<file path="config.mk">
export PLATFORM = sky130hd
export DESIGN_NAME = discrete_trigger_scheduler
export DESIGN_NICKNAME = d
export VERILOG_FILES = /design/src/rtl/discrete_trigger_scheduler.sv
export SDC_FILE = /design/constraint.sdc
export NUM_CORES = 1
export LEC_CHECK = 0
export ABC_AREA = 1
export CAP_MARGIN = 5
export CORE_MARGIN = 3
export CORE_UTILIZATION = 55
export CTS_BUF_LIST = sky130_fd_sc_hd__clkbuf_8
export CTS_CLUSTER_DIAMETER = 120
export DETAILED_ROUTE_END_ITERATION = 16
export MAX_ROUTING_LAYER = met4
export PLACE_DENSITY = 0.8
export SETUP_SLACK_MARGIN = 0.4
export SLEW_MARGIN = 30
export SYNTH_ARGS = -nofsm -noshare
export SYNTH_HDL_FRONTEND = slang
export SYNTH_SLANG_ARGS = --single-unit
</file>
<file path="constraint.sdc">
create_clock -name clk -period 6.6 [get_ports clk]
set_input_delay 1.32 -clock clk [delete_from_list [all_inputs] [get_ports clk]]
set_output_delay 1.32 -clock clk [all_outputs]
set_load 0.02 [all_outputs]
</file>
<file path="src/rtl/discrete_trigger_scheduler.sv">
// Turns sound-latch request bits into per-channel discrete-circuit gate enables with
// minimum/maximum on-time, retrigger, post-release hold-off and a cap on concurrent voices.
module discrete_trigger_scheduler #(
  parameter int NUM_CH          = 4,
  parameter int MAX_ACTIVE      = 2,
  parameter int MIN_ON_SAMPLES  = 480,
  parameter int MAX_ON_SAMPLES  = 0,
  parameter int HOLDOFF_SAMPLES = 96,
  parameter int CNT_W           = 16,
  parameter int OUT_INVERT      = 0
) (
  input  logic                                   clk,
  input  logic                                   I_RSTn,
  input  logic                                   audio_clk_en,
  input  logic [NUM_CH-1:0]                      req,
  output logic [NUM_CH-1:0]                      en_out,
  output logic [$clog2(MAX_ACTIVE+1)-1:0]        active_count,
  output logic                                   overflow
);

  localparam int AC_W = $clog2(MAX_ACTIVE + 1);
  localparam logic INV = (OUT_INVERT != 0);
  localparam logic [CNT_W:0] MIN_L  = (CNT_W+1)'(MIN_ON_SAMPLES);
  localparam logic [CNT_W:0] MAX_L  = (CNT_W+1)'(MAX_ON_SAMPLES);
  localparam logic [CNT_W:0] HOLD_L = (CNT_W+1)'(HOLDOFF_SAMPLES);

  typedef enum logic [1:0] {S_IDLE, S_ACTIVE, S_HOLD} state_t;

  state_t            state_q [NUM_CH];
  state_t            state_d [NUM_CH];
  logic [CNT_W-1:0]  cnt_q   [NUM_CH];
  logic [CNT_W-1:0]  cnt_d   [NUM_CH];
  logic [NUM_CH-1:0] req_q, pend_q, pend_d, edge_w, eff_pend, grant, en_d;
  logic [AC_W-1:0]   ac_d;
  logic              ovf_d;

  function automatic logic [CNT_W-1:0] sat_inc(input logic [CNT_W-1:0] v);
    return (v == {CNT_W{1'b1}}) ? v : v + 1'b1;
  endfunction

  // An edge arriving on the same clk as a tick is served by that tick, never dropped.
  assign edge_w   = req & ~req_q;
  assign eff_pend = pend_q | edge_w;

  // Slots freed by releases on this tick only become usable on the next tick.
  always_comb begin
    int free;
    int n_granted;
    free      = MAX_ACTIVE - int'(active_count);
    n_granted = 0;
    grant     = '0;
    ovf_d     = 1'b0;
    for (int i = 0; i < NUM_CH; i++) begin
      if (state_q[i] == S_IDLE && eff_pend[i]) begin
        if (n_granted < free) begin
          grant[i]  = 1'b1;
          n_granted = n_granted + 1;
        end else begin
          ovf_d = 1'b1;
        end
      end
    end
  end

  always_comb begin
    logic [CNT_W:0] cnt_p1;
    logic           rel;
    int             n_act;
    cnt_p1 = '0;
    rel    = 1'b0;
    n_act  = 0;
    pend_d = eff_pend;
    en_d   = '0;
    for (int i = 0; i < NUM_CH; i++) begin
      state_d[i] = state_q[i];
      cnt_d[i]   = cnt_q[i];
      cnt_p1     = {1'b0, cnt_q[i]} + 1'b1;
      rel        = 1'b0;
      if (audio_clk_en) begin
        case (state_q[i])
          S_IDLE: begin
            if (grant[i]) begin
              state_d[i] = S_ACTIVE;
              cnt_d[i]   = '0;
              pend_d[i]  = 1'b0;
            end
          end
          S_ACTIVE: begin
            cnt_d[i] = sat_inc(cnt_q[i]);
            // Max-on release outranks retrigger; retrigger outranks min-on release.
            if (MAX_ON_SAMPLES != 0 && cnt_p1 == MAX_L) begin
              rel = 1'b1;
            end else if (eff_pend[i]) begin
              cnt_d[i]  = '0;
              pend_d[i] = 1'b0;
            end else if (!req[i] && cnt_p1 >= MIN_L) begin
              rel = 1'b1;
            end
            if (rel) begin
              state_d[i] = (HOLDOFF_SAMPLES == 0) ? S_IDLE : S_HOLD;
              cnt_d[i]   = '0;
            end
          end
          S_HOLD: begin
            cnt_d[i] = sat_inc(cnt_q[i]);
            if (cnt_p1 == HOLD_L) begin
              state_d[i] = S_IDLE;
              cnt_d[i]   = '0;
            end
          end
          default: begin
            state_d[i] = S_IDLE;
            cnt_d[i]   = '0;
          end
        endcase
      end
      en_d[i] = (state_d[i] == S_ACTIVE) ^ INV;
      if (state_d[i] == S_ACTIVE) n_act = n_act + 1;
    end
    ac_d = AC_W'(n_act);
  end

  always_ff @(posedge clk or negedge I_RSTn) begin
    if (!I_RSTn) begin
      req_q        <= '0;
      pend_q       <= '0;
      en_out       <= {NUM_CH{INV}};
      active_count <= '0;
      overflow     <= 1'b0;
      for (int i = 0; i < NUM_CH; i++) begin
        state_q[i] <= S_IDLE;
        cnt_q[i]   <= '0;
      end
    end else begin
      req_q        <= req;
      pend_q       <= pend_d;
      en_out       <= en_d;
      active_count <= ac_d;
      overflow     <= audio_clk_en & ovf_d;
      for (int i = 0; i < NUM_CH; i++) begin
        state_q[i] <= state_d[i];
        cnt_q[i]   <= cnt_d[i];
      end
    end
  end

endmodule
</file>
==> flow_metrics.env, run 1 <==
export IMPL_crit_arrival_ps=4650
export IMPL_crit_start="req[0]"
export IMPL_cts_tree="done"
export IMPL_cpMaxStageDelayCell="inv_1"
export IMPL_h_tree_depth=3
export IMPL_antenna_left=0
export IMPL_grt_first_pass_wirelength_um=23600
export IMPL_tns_ps=0
export IMPL_grt_max_degree=53
export IMPL_async_reset_ff_frac=1.00
export IMPL_clock_root_buffer="clkbuf_8"
export IMPL_fmaxAchievable_mhz=229
export IMPL_finalSetupViolations=0
export IMPL_p_leak_nw=3.41
export IMPL_viasPerCell=5.32
export IMPL_dp_hpwl_um=10000
export IMPL_syn_area_sq_um=6420
export IMPL_period_needed_ps=4360
export IMPL_drcViolationCount=0
export IMPL_synth_ff_type="dfrtp_1"
export IMPL_cpMostUsedCell="nand2_1"
export IMPL_most_common_layout_cells="nand2_1 (246), inv_1 (140), nor2_1 (108)"
export IMPL_dp_cells=1067
export IMPL_worstPathRequired_ps=6890
export IMPL_syn2layout_area_growth_pct=6.16
export IMPL_core_sq_um=11100
export IMPL_reg2reg_depth=23
export IMPL_ys_seq_area_frac=0.339
export IMPL_num_antenna_cells=0
export IMPL_cts_buffers=9
export IMPL_die_area_sq_um=13000
export IMPL_tightestPinTransition_ps=923
export IMPL_synth_edf_count=0
export IMPL_relSlewSlack=0.382
export IMPL_cp_max_fo=22
export IMPL_rsz0062_at_grt="no"
export IMPL_reg2reg_slack_ps=2920
export IMPL_num_rows=38
export IMPL_insertion_delay_ps=380
export IMPL_ios=14
export IMPL_synthesis_nets=966
export IMPL_yosys_warnings=0
export IMPL_dr_first_iter_drc_count=455
export IMPL_ctsHoldBuffers=0
export IMPL_place_congestion=0.911
export IMPL_die_w_um=114
export IMPL_power_frac_seq=0.360
export IMPL_reg2reg_from="state_q[6]$_DFF_PN0_"
export IMPL_max_vdd_ir_drop_uv=160
export IMPL_endpoint_kind="register"
export IMPL_grt_usage=0.224
export IMPL_critPathLaunchType="input pin"
export IMPL_crit_path_end="cnt_q[14]$_DFFE_PN0P_"
export IMPL_fin_nets=976
export IMPL_cp_cell_sequence="clkdlybuf4s50_1 -> nand2_1 -> a21oi_1 -> nand2_1 -> nand2_1 -> a21oi_1 -> ha_1 -> nand2_1 -> nand3_1 -> nand2_1 -> nand4_1 -> nand2_1 -> ha_1 -> nand2_1 -> nand2_1 -> nand2_1 -> nand3_1 -> nand2_1 -> nand2_1 -> inv_1 -> nand4_1 -> o21ai_0"
export IMPL_fin_ws_ps=2240
export IMPL_slowest_delay_ps=510
export IMPL_post_route_period_util=0.661
export IMPL_fin_skew_ps=8.85
export IMPL_slew_violations=0
export IMPL_cts_max_path_buffers=2
export IMPL_worstSetupPathType="in2reg"
export IMPL_ctsResizeCount=0
export IMPL_port_buffers=13
export IMPL_netlist_instances=928
export IMPL_clock_sinks=87
export IMPL_maxCapViolCount=0
export IMPL_start_util=0.577
export IMPL_vias=5759
export IMPL_finalNonFillerCells=1083
export IMPL_status="finished clean"
export IMPL_power_frac_comb=0.456
export IMPL_antenna_found_initial=0
export IMPL_p_clk_frac=0.184
export IMPL_layout_commonest_cell="nand2_1"
export IMPL_avgSynthCellArea_sq_um=6.91
export IMPL_layout_drive_gt1_share=0.0647
export IMPL_dr_pass1_iters=4
export IMPL_pre_cts_ws_ps=1870
export IMPL_r2r_end="cnt_q[14]$_DFFE_PN0P_"
export IMPL_synth_seq_cells=87
export IMPL_routedWlPerCell_um=12.4
export IMPL_post_cts_buffers=0
export IMPL_p_int_mw=1.00
export IMPL_power_per_cell_area_nw_per_um2=266
export IMPL_finalHoldViolCount=0
export IMPL_ys_types=42
export IMPL_clkTransAtPathRegs_ps=90
export IMPL_wl_um=13500
export IMPL_die_h_um=114
export IMPL_grt_pass1_vias=5435
export IMPL_netSwitchingPower_mw=0.813
export IMPL_grt_overflow=0
export IMPL_switching_share=0.448
export IMPL_worstHoldPathType="reg2reg"
[worst min path at each step]
stage	start	endpoint	slack (ps)	cells past startpoint
CTS	cnt_q[59]$_DFFE_PN0P_	cnt_q[59]$_DFFE_PN0P_	530	2
global placement	cnt_q[59]$_DFFE_PN0P_	cnt_q[59]$_DFFE_PN0P_	500	2
global route	cnt_q[59]$_DFFE_PN0P_	cnt_q[59]$_DFFE_PN0P_	570	2
detailed placement	cnt_q[59]$_DFFE_PN0P_	cnt_q[59]$_DFFE_PN0P_	510	2
finish	cnt_q[59]$_DFFE_PN0P_	cnt_q[59]$_DFFE_PN0P_	520	2
floorplan	cnt_q[59]$_DFFE_PN0P_	cnt_q[59]$_DFFE_PN0P_	480	2
[per-layer routing]
metal  up-vias  wire (um)  track usage  part of all wire
li1       2998          -            -                 -
met1      2646       6570        0.291              0.49
met2        95       6200        0.356              0.46
met3        20        457       0.0345             0.034
met4         0        242       0.0792             0.018
met5         -          0            -                 0
[power by group through the flow]
stage / Clock, mW / Combinational, mW / Sequential, mW
after floorplan: 0 / 0.611 / 0.673
after global placement: 0 / 0.806 / 0.663
after detailed placement: 0 / 0.827 / 0.663
after CTS: 0.349 / 0.831 / 0.654
after global routing: 0.371 / 0.955 / 0.664
final: 0.335 / 0.826 / 0.653
[flip-flops by register name, indices dropped and copies added, names as in the netlist]
signal	cells
pend_q	4
state_q	8
active_count	2
overflow	1
cnt_q	64
en_out	4
req_q	4
[through the flow]
| step | utilization | hold slack [ps] | cell area (sq um) | power, mW |
|---|---|---|---|---|
| after floorplan | - | 477 | 6420 | 1.28 |
| after global placement | 0.597 | 505 | 6650 | 1.47 |
| after detailed placement | 0.597 | 513 | 6650 | 1.49 |
| after CTS | 0.612 | 534 | 6810 | 1.83 |
| after global routing | 0.612 | 574 | 6810 | 1.99 |
| final | 0.612 | 522 | 6810 | 1.81 |
[cells by family (layout without fill, tap and decap cells)]
logic type | after synthesis | in the layout | share of synthesized area
simple gates | 498 | 498 | 0.343
compound gates | 112 | 112 | 0.102
fa+ha+maj | 31 | 31 | 0.0605
flops | 87 | 87 | 0.339
xor+xnor | 41 | 41 | 0.0571
buf+inv | 159 | 174 | 0.0973
[final cells by class]
class | count | area (sq um)
Inverter | 143 | 537
Sequential cell | 87 | 2180
Tap cell | 140 | 175
Clock inverter | 7 | 41.3
Timing Repair Buffer | 15 | 143
Clock buffer | 9 | 124
Fill cell | 1033 | 4310
Multi-Input combinational cell | 682 | 3610
[worst max-delay path: cells and delay by family]
family / cells / cell delay, ps
compound gates: 3 / 360
fa+ha+maj: 2 / 490
simple gates: 15 / 1470
buf+inv: 2 / 1010
[cells in the mapped netlist (all sizes together), types with 3 or more instances]
library cell  count  area, sq um
o21ai            59          344
nand3            67          353
nand2           255          980
nor3             20          123
ha               31          388
o22ai            24          150
or2               3         18.8
inv             143          537
dfrtp            87         2180
xor2             39          349
nor4              6         43.8
nor2            117          482
buf               5         31.3
nand4            27          181
clkbuf           10         47.5
a21oi            22          110
(Power assumes the default switching activity.)
==> inputs of run 2 (changes only) <==
--- a/config.mk
+++ b/config.mk
@@ -13,7 +13,7 @@
 export CTS_CLUSTER_DIAMETER = 120
 export DETAILED_ROUTE_END_ITERATION = 16
 export MAX_ROUTING_LAYER = met4
-export PLACE_DENSITY = 0.8
+export PLACE_DENSITY = 0.83
 export SETUP_SLACK_MARGIN = 0.4
 export SLEW_MARGIN = 30
 export SYNTH_ARGS = -nofsm -noshare
==> constraint.sdc (replaced) <==
create_clock -name clk -period 3.8 [get_ports clk]
set_input_delay 0.76 -clock clk [delete_from_list [all_inputs] [get_ports clk]]
set_output_delay 0.76 -clock clk [all_outputs]
set_load 0.02 [all_outputs]
==> run 2 against run 1 <==
Sequential share of layout area is 1.2 points lower. Count of clock-buffer cells in the layout did not move. Global-route usage barely moved. Worst hold slack got worse by 72 ps.
==> flow_metrics.env, run 2 (synthesized netlist as in run 1, its figures left out) <==
export IMPL_grt_max_degree=63
export IMPL_grt_first_pass_wirelength_um=23600
export IMPL_tightestPinTransition_ps=903
export IMPL_core_sq_um=11100
export IMPL_insertion_delay_ps=380
export IMPL_vias=5876
export IMPL_die_w_um=114
export IMPL_start_util=0.577
export IMPL_relSlewSlack=0.396
export IMPL_largest_reg_flops=64
export IMPL_slew_violations=0
export IMPL_critPathLaunchType="register"
export IMPL_finalInstanceArea_sq_um=7090
export IMPL_r2r_end="active_count[1]$_DFF_PN0_"
export IMPL_port_buffers=13
export IMPL_post_route_period_util=0.853
export IMPL_cpMaxStageDelayCell="dfrtp_1"
export IMPL_layout_drive_gt1_share=0.109
export IMPL_worstPathRequired_ps=4080
export IMPL_fin_skew_ps=7.94
export IMPL_viasPerCell=5.34
export IMPL_fin_nets=994
export IMPL_whs_ps=450
export IMPL_layout_commonest_cell="nand2_1"
export IMPL_grt_overflow=0
export IMPL_cts_buffers=9
export IMPL_power_per_cell_area_nw_per_um2=477
export IMPL_regMostFlops="cnt_q"
export IMPL_reg2reg_slack_ps=560
export IMPL_slowest_delay_ps=410
export IMPL_fin_ws_ps=557
export IMPL_total_power_mw=3.38
export IMPL_nFillCells=998
export IMPL_period_needed_ps=3240
export IMPL_h_tree_depth=3
export IMPL_tns_ps=0
export IMPL_place_congestion=0.913
export IMPL_antenna_left=0
export IMPL_die_area_sq_um=13000
export IMPL_dp_cells=1074
export IMPL_power_frac_comb=0.487
export IMPL_finalNonFillerCells=1101
export IMPL_num_rows=38
export IMPL_die_h_um=114
export IMPL_worstHoldPathType="in2async"
export IMPL_cp_max_fo=4
export IMPL_pre_cts_ws_ps=188
export IMPL_clock_sinks=87
export IMPL_max_vdd_ir_drop_uv=331
export IMPL_num_antenna_cells=0
export IMPL_clkTransAtPathRegs_ps=90
export IMPL_dpl_instance_area_sq_um=6710
export IMPL_switching_share=0.447
export IMPL_p_int_mw=1.87
export IMPL_clock_root_buffer="clkbuf_8"
export IMPL_worstSetupPathType="reg2reg"
export IMPL_maxCapViolCount=0
export IMPL_antenna_found_initial=0
export IMPL_dr_pass1_iters=8
export IMPL_drcViolationCount=0
export IMPL_rsz0062_at_grt="yes"
export IMPL_dp_hpwl_um=10000
export IMPL_cts_tree="done"
export IMPL_p_leak_nw=3.52
export IMPL_postLayoutCoreUtil=0.637
export IMPL_grt_pass1_vias=5398
export IMPL_finalHoldViolCount=0
export IMPL_power_frac_seq=0.336
export IMPL_cts_max_path_buffers=2
export IMPL_reg2reg_from="cnt_q[49]$_DFFE_PN0P_"
export IMPL_p_clk_frac=0.178
export IMPL_wl_um=14200
export IMPL_reg2reg_depth=28
export IMPL_most_common_layout_cells="nand2_1 (237), inv_1 (135), nor2_1 (106)"
export IMPL_routedWlPerCell_um=12.9
export IMPL_netSwitchingPower_mw=1.51
export IMPL_finalSetupViolations=0
export IMPL_endpoint_kind="register"
export IMPL_status="finished clean"
export IMPL_syn2layout_area_growth_pct=10.5
export IMPL_dr_first_iter_drc_count=428
export IMPL_grt_usage=0.224
export IMPL_reg_largest_list="cnt_q x64, state_q x8"
export IMPL_ios=14
export IMPL_crit_arrival_ps=3520
export IMPL_fmaxAchievable_mhz=308
run 2: changes by cell type in the layout (fill, tap and decap cells not counted), sizes merged:
cell	before	now
clkbuf	9	10
inv	144	143
dlymetal6s2s	0	1
clkdlybuf4s50	12	11
clkinv	6	4
clkinvlp	0	3
buf	3	20
run 2: layout make-up:
type | instances | area (sq um) | area share
multi-input combinational | 682 | 3710 | 0.524
sequential | 87 | 2180 | 0.307
inverter | 143 | 539 | 0.0760
timing repair buffer | 33 | 310 | 0.0438
tap | 140 | 175 | 0.0247
clock buffer | 9 | 124 | 0.0175
clock inverter | 7 | 50.0 | 0.00706
run 2: worst max-delay path by stage:
stage,from,end,slack [ps],cells past startpoint
2_1_floorplan,active_count[0]$_DFF_PN0_,cnt_q[10]$_DFFE_PN0P_,850,22
3_3_place_gp,req[0],cnt_q[12]$_DFFE_PN0P_,280,23
3_5_place_dp,req[0],cnt_q[14]$_DFFE_PN0P_,190,23
4_1_cts,cnt_q[49]$_DFFE_PN0P_,active_count[1]$_DFF_PN0_,530,26
5_1_grt,cnt_q[49]$_DFFE_PN0P_,active_count[1]$_DFF_PN0_,230,26
6_report,cnt_q[49]$_DFFE_PN0P_,active_count[1]$_DFF_PN0_,560,28
run 2: timing repair:
action | in CTS | in global routing
hold buffers | 0 | 0
gates resized for setup | 0 | 34
endpoints found under the setup margin | 0 | 22
setup buffers | 0 | 10
run 2: power by group through the flow:
stage          Clock (mW)  Combinational (mW)  Sequential (mW)
2_1_floorplan           0                1.06             1.17
5_1_grt             0.650                1.88             1.15
4_1_cts             0.615                1.49             1.13
3_3_place_gp            0                1.46             1.15
6_report            0.601                1.65             1.14
3_5_place_dp            0                1.48             1.15
run 2: per-layer routing:
layer | global-route usage | routed length (um) | vias to the layer above
li1 | - | - | 3027
met1 | 0.301 | 6770 | 2697
met2 | 0.350 | 6660 | 135
met3 | 0.0228 | 539 | 17
met4 | 0.0887 | 226 | 0
met5 | - | 0 | -
run 2: critical path, delay by kind of cell (launching register included):
| kind | cells | cell delay (ps) |
|---|---|---|
| buffers and inverters | 3 | 170 |
| adders and majority gates | 2 | 510 |
| DFF | 1 | 410 |
| and+or+nand+nor | 23 | 2060 |
==> inputs of run 3 (changes only) <==
--- a/config.mk
+++ b/config.mk
@@ -7,13 +7,15 @@
 export LEC_CHECK = 0
 export ABC_AREA = 1
 export CAP_MARGIN = 5
+export CELL_PAD_IN_SITES_DETAIL_PLACEMENT = 0
+export CELL_PAD_IN_SITES_GLOBAL_PLACEMENT = 1
 export CORE_MARGIN = 3
-export CORE_UTILIZATION = 55
+export CORE_UTILIZATION = 43
 export CTS_BUF_LIST = sky130_fd_sc_hd__clkbuf_8
 export CTS_CLUSTER_DIAMETER = 120
 export DETAILED_ROUTE_END_ITERATION = 16
 export MAX_ROUTING_LAYER = met4
-export PLACE_DENSITY = 0.83
+export PLACE_DENSITY = 0.87
 export SETUP_SLACK_MARGIN = 0.4
 export SLEW_MARGIN = 30
 export SYNTH_ARGS = -nofsm -noshare
==> run 3 against run 2 <==
Core utilization shrank 14 points. Global-route usage decreased by 3.3 points. Clock power up 27%. Combinational power hardly changed. Register-to-register slack is essentially flat. Fmax fell by 0.28%. Sequential cell count is the same. Critical endpoint unchanged.
==> flow_metrics.env, run 3 (synthesized netlist as in run 1, its figures left out) <==
export IMPL_antenna_left=0
export IMPL_fin_skew_ps=15.6
export IMPL_dr_first_iter_drc_count=321
export IMPL_cp_buffers_inverters=2
export IMPL_relSlewSlack=0.448
export IMPL_grt_busiest_layer="met2"
export IMPL_clock_sinks=87
export IMPL_cts_buffers=9
export IMPL_fin_ws_ps=548
export IMPL_slew_violations=0
export IMPL_insertion_delay_ps=380
export IMPL_period_needed_ps=3250
export IMPL_place_congestion=0.847
export IMPL_clock_root_buffer="clkbuf_8"
export IMPL_crit_arrival_ps=3520
export IMPL_power_per_cell_area_nw_per_um2=492
export IMPL_met2_usage=0.283
export IMPL_grt_util_met1=0.272
export IMPL_antenna_found_initial=0
export IMPL_layout_drive_gt1_share=0.121
export IMPL_finalNonFillerCells=1153
export IMPL_multi_input_area_sq_um=3730
export IMPL_fin_nets=1002
export IMPL_pre_cts_ws_ps=70.3
export IMPL_maxCapViolCount=0
export IMPL_ios=14
export IMPL_viasPerCell=4.99
export IMPL_grt_pass1_vias=5345
export IMPL_cp_max_fo=5
export IMPL_most_common_layout_cells="nand2_1 (239), inv_1 (136), nor2_1 (104)"
export IMPL_num_rows=44
export IMPL_tns_ps=0
export IMPL_worstSetupPathType="reg2reg"
export IMPL_grt_max_degree=62
export IMPL_die_h_um=128
export IMPL_dp_hpwl_um=10600
export IMPL_critPathLaunchType="register"
export IMPL_worstHoldPathType="in2async"
export IMPL_syn2layout_area_growth_pct=13.5
export IMPL_tightestPinTransition_ps=828
export IMPL_nFillCells=1446
export IMPL_die_area_sq_um=16400
export IMPL_start_util=0.440
export IMPL_drcViolationCount=0
export IMPL_cpMaxStageDelayCell="dfrtp_2"
export IMPL_cp_top_family="simple AND/OR/NAND/NOR gates"
export IMPL_cts_max_path_buffers=2
export IMPL_finalSetupViolations=0
export IMPL_h_tree_depth=3
export IMPL_finalHoldViolCount=0
export IMPL_clkTransAtPathRegs_ps=100
export IMPL_status="finished clean"
export IMPL_die_w_um=128
export IMPL_post_route_period_util=0.856
export IMPL_regMostFlops="cnt_q"
export IMPL_p_leak_nw=3.59
export IMPL_ctsHoldBuffers=0
export IMPL_max_vdd_ir_drop_uv=298
export IMPL_cts_tree="done"
export IMPL_fmaxAchievable_mhz=308
export IMPL_seqCellArea_sq_um=2180
export IMPL_grt_first_pass_wirelength_um=25100
export IMPL_rsz0062_at_grt="yes"
export IMPL_endpoint_kind="register"
export IMPL_worstPathRequired_ps=4070
export IMPL_wl_um=14900
export IMPL_dr_pass1_iters=5
export IMPL_grt_met3_usage=0.0242
export IMPL_grt_overflow=0
export IMPL_routedWlPerCell_um=12.9
export IMPL_dp_cells=1119
export IMPL_reg_largest_list="cnt_q x64, state_q x8"
export IMPL_grt_usage=0.191
export IMPL_num_antenna_cells=0
export IMPL_cpMostUsedCell="nand2_1"
export IMPL_port_buffers=13
export IMPL_vias=5753
export IMPL_slowest_delay_ps=440
export IMPL_largest_reg_flops=64
export IMPL_layout_commonest_cell="nand2_1"
export IMPL_core_sq_um=14600
==> run 3: changes by cell type in the layout (fill, tap and decap cells not counted), sizes merged <==
cell | before | now
clkbuf | 10 | 11
buf | 20 | 28
clkinvlp | 3 | 1
bufinv | 0 | 2
clkinv | 4 | 3
==> run 3: cell type report <==
class                   count  share of cell area
clock inverters             6              0.0129
multi-input cells         682               0.512
well taps                 184              0.0316
repair buffers             41              0.0509
flip-flops and latches     87               0.300
clock buffers              10              0.0189
inverters                 143              0.0737
==> run 3: power by group <==
group          leakage [nW]  switching [mW]  total (mW)  internal (mW)
Combinational          2.31            1.06        1.68          0.623
Clock                 0.113           0.371       0.763          0.392
Sequential             1.18          0.0992        1.14           1.04
==> run 3: path summary, 6_finish.rpt <==
kind | startpoint | end | slack, ps | depth (start not counted)
max | cnt_q[49]$_DFFE_PN0P_ | active_count[1]$_DFF_PN0_ | 550 | 26
min in group clk | cnt_q[59]$_DFFE_PN0P_ | cnt_q[59]$_DFFE_PN0P_ | 520 | 2
min reg2reg | cnt_q[59]$_DFFE_PN0P_ | cnt_q[59]$_DFFE_PN0P_ | 520 | 2
min | I_RSTn | cnt_q[59]$_DFFE_PN0P_ | 440 | 1
max in group asynchronous | I_RSTn | cnt_q[15]$_DFFE_PN0P_ | 2590 | 2
max reg2reg | cnt_q[49]$_DFFE_PN0P_ | active_count[1]$_DFF_PN0_ | 550 | 26
==> run 3: routing by layer <==
layer  routed length [um]  up-vias
met4                  231        0
met1                 7610     2631
met5                    0        -
li1                     -     3036
met3                  340       16
met2                 6710       70
==> run 3: through the flow <==
step / instance area (sq um) / utilization / power, mW / hold slack (ps)
2_1_floorplan: 6420 / - / 2.23 / 464
3_3_place_gp: 6760 / 0.463 / 2.63 / 506
3_5_place_dp: 6760 / 0.463 / 2.64 / 504
4_1_cts: 6990 / 0.479 / 3.42 / 500
5_1_grt: 7280 / 0.499 / 3.92 / 536
6_report: 7280 / 0.499 / 3.58 / 444
==> run 3: what timing repair did <==
| action | 4_1_cts | 5_1_grt |
|---|---|---|
| endpoints found under the setup margin | 0 | 21 |
| gates resized for setup | 0 | 40 |
| endpoints found under the hold margin | 0 | 0 |
| setup buffers | 0 | 17 |
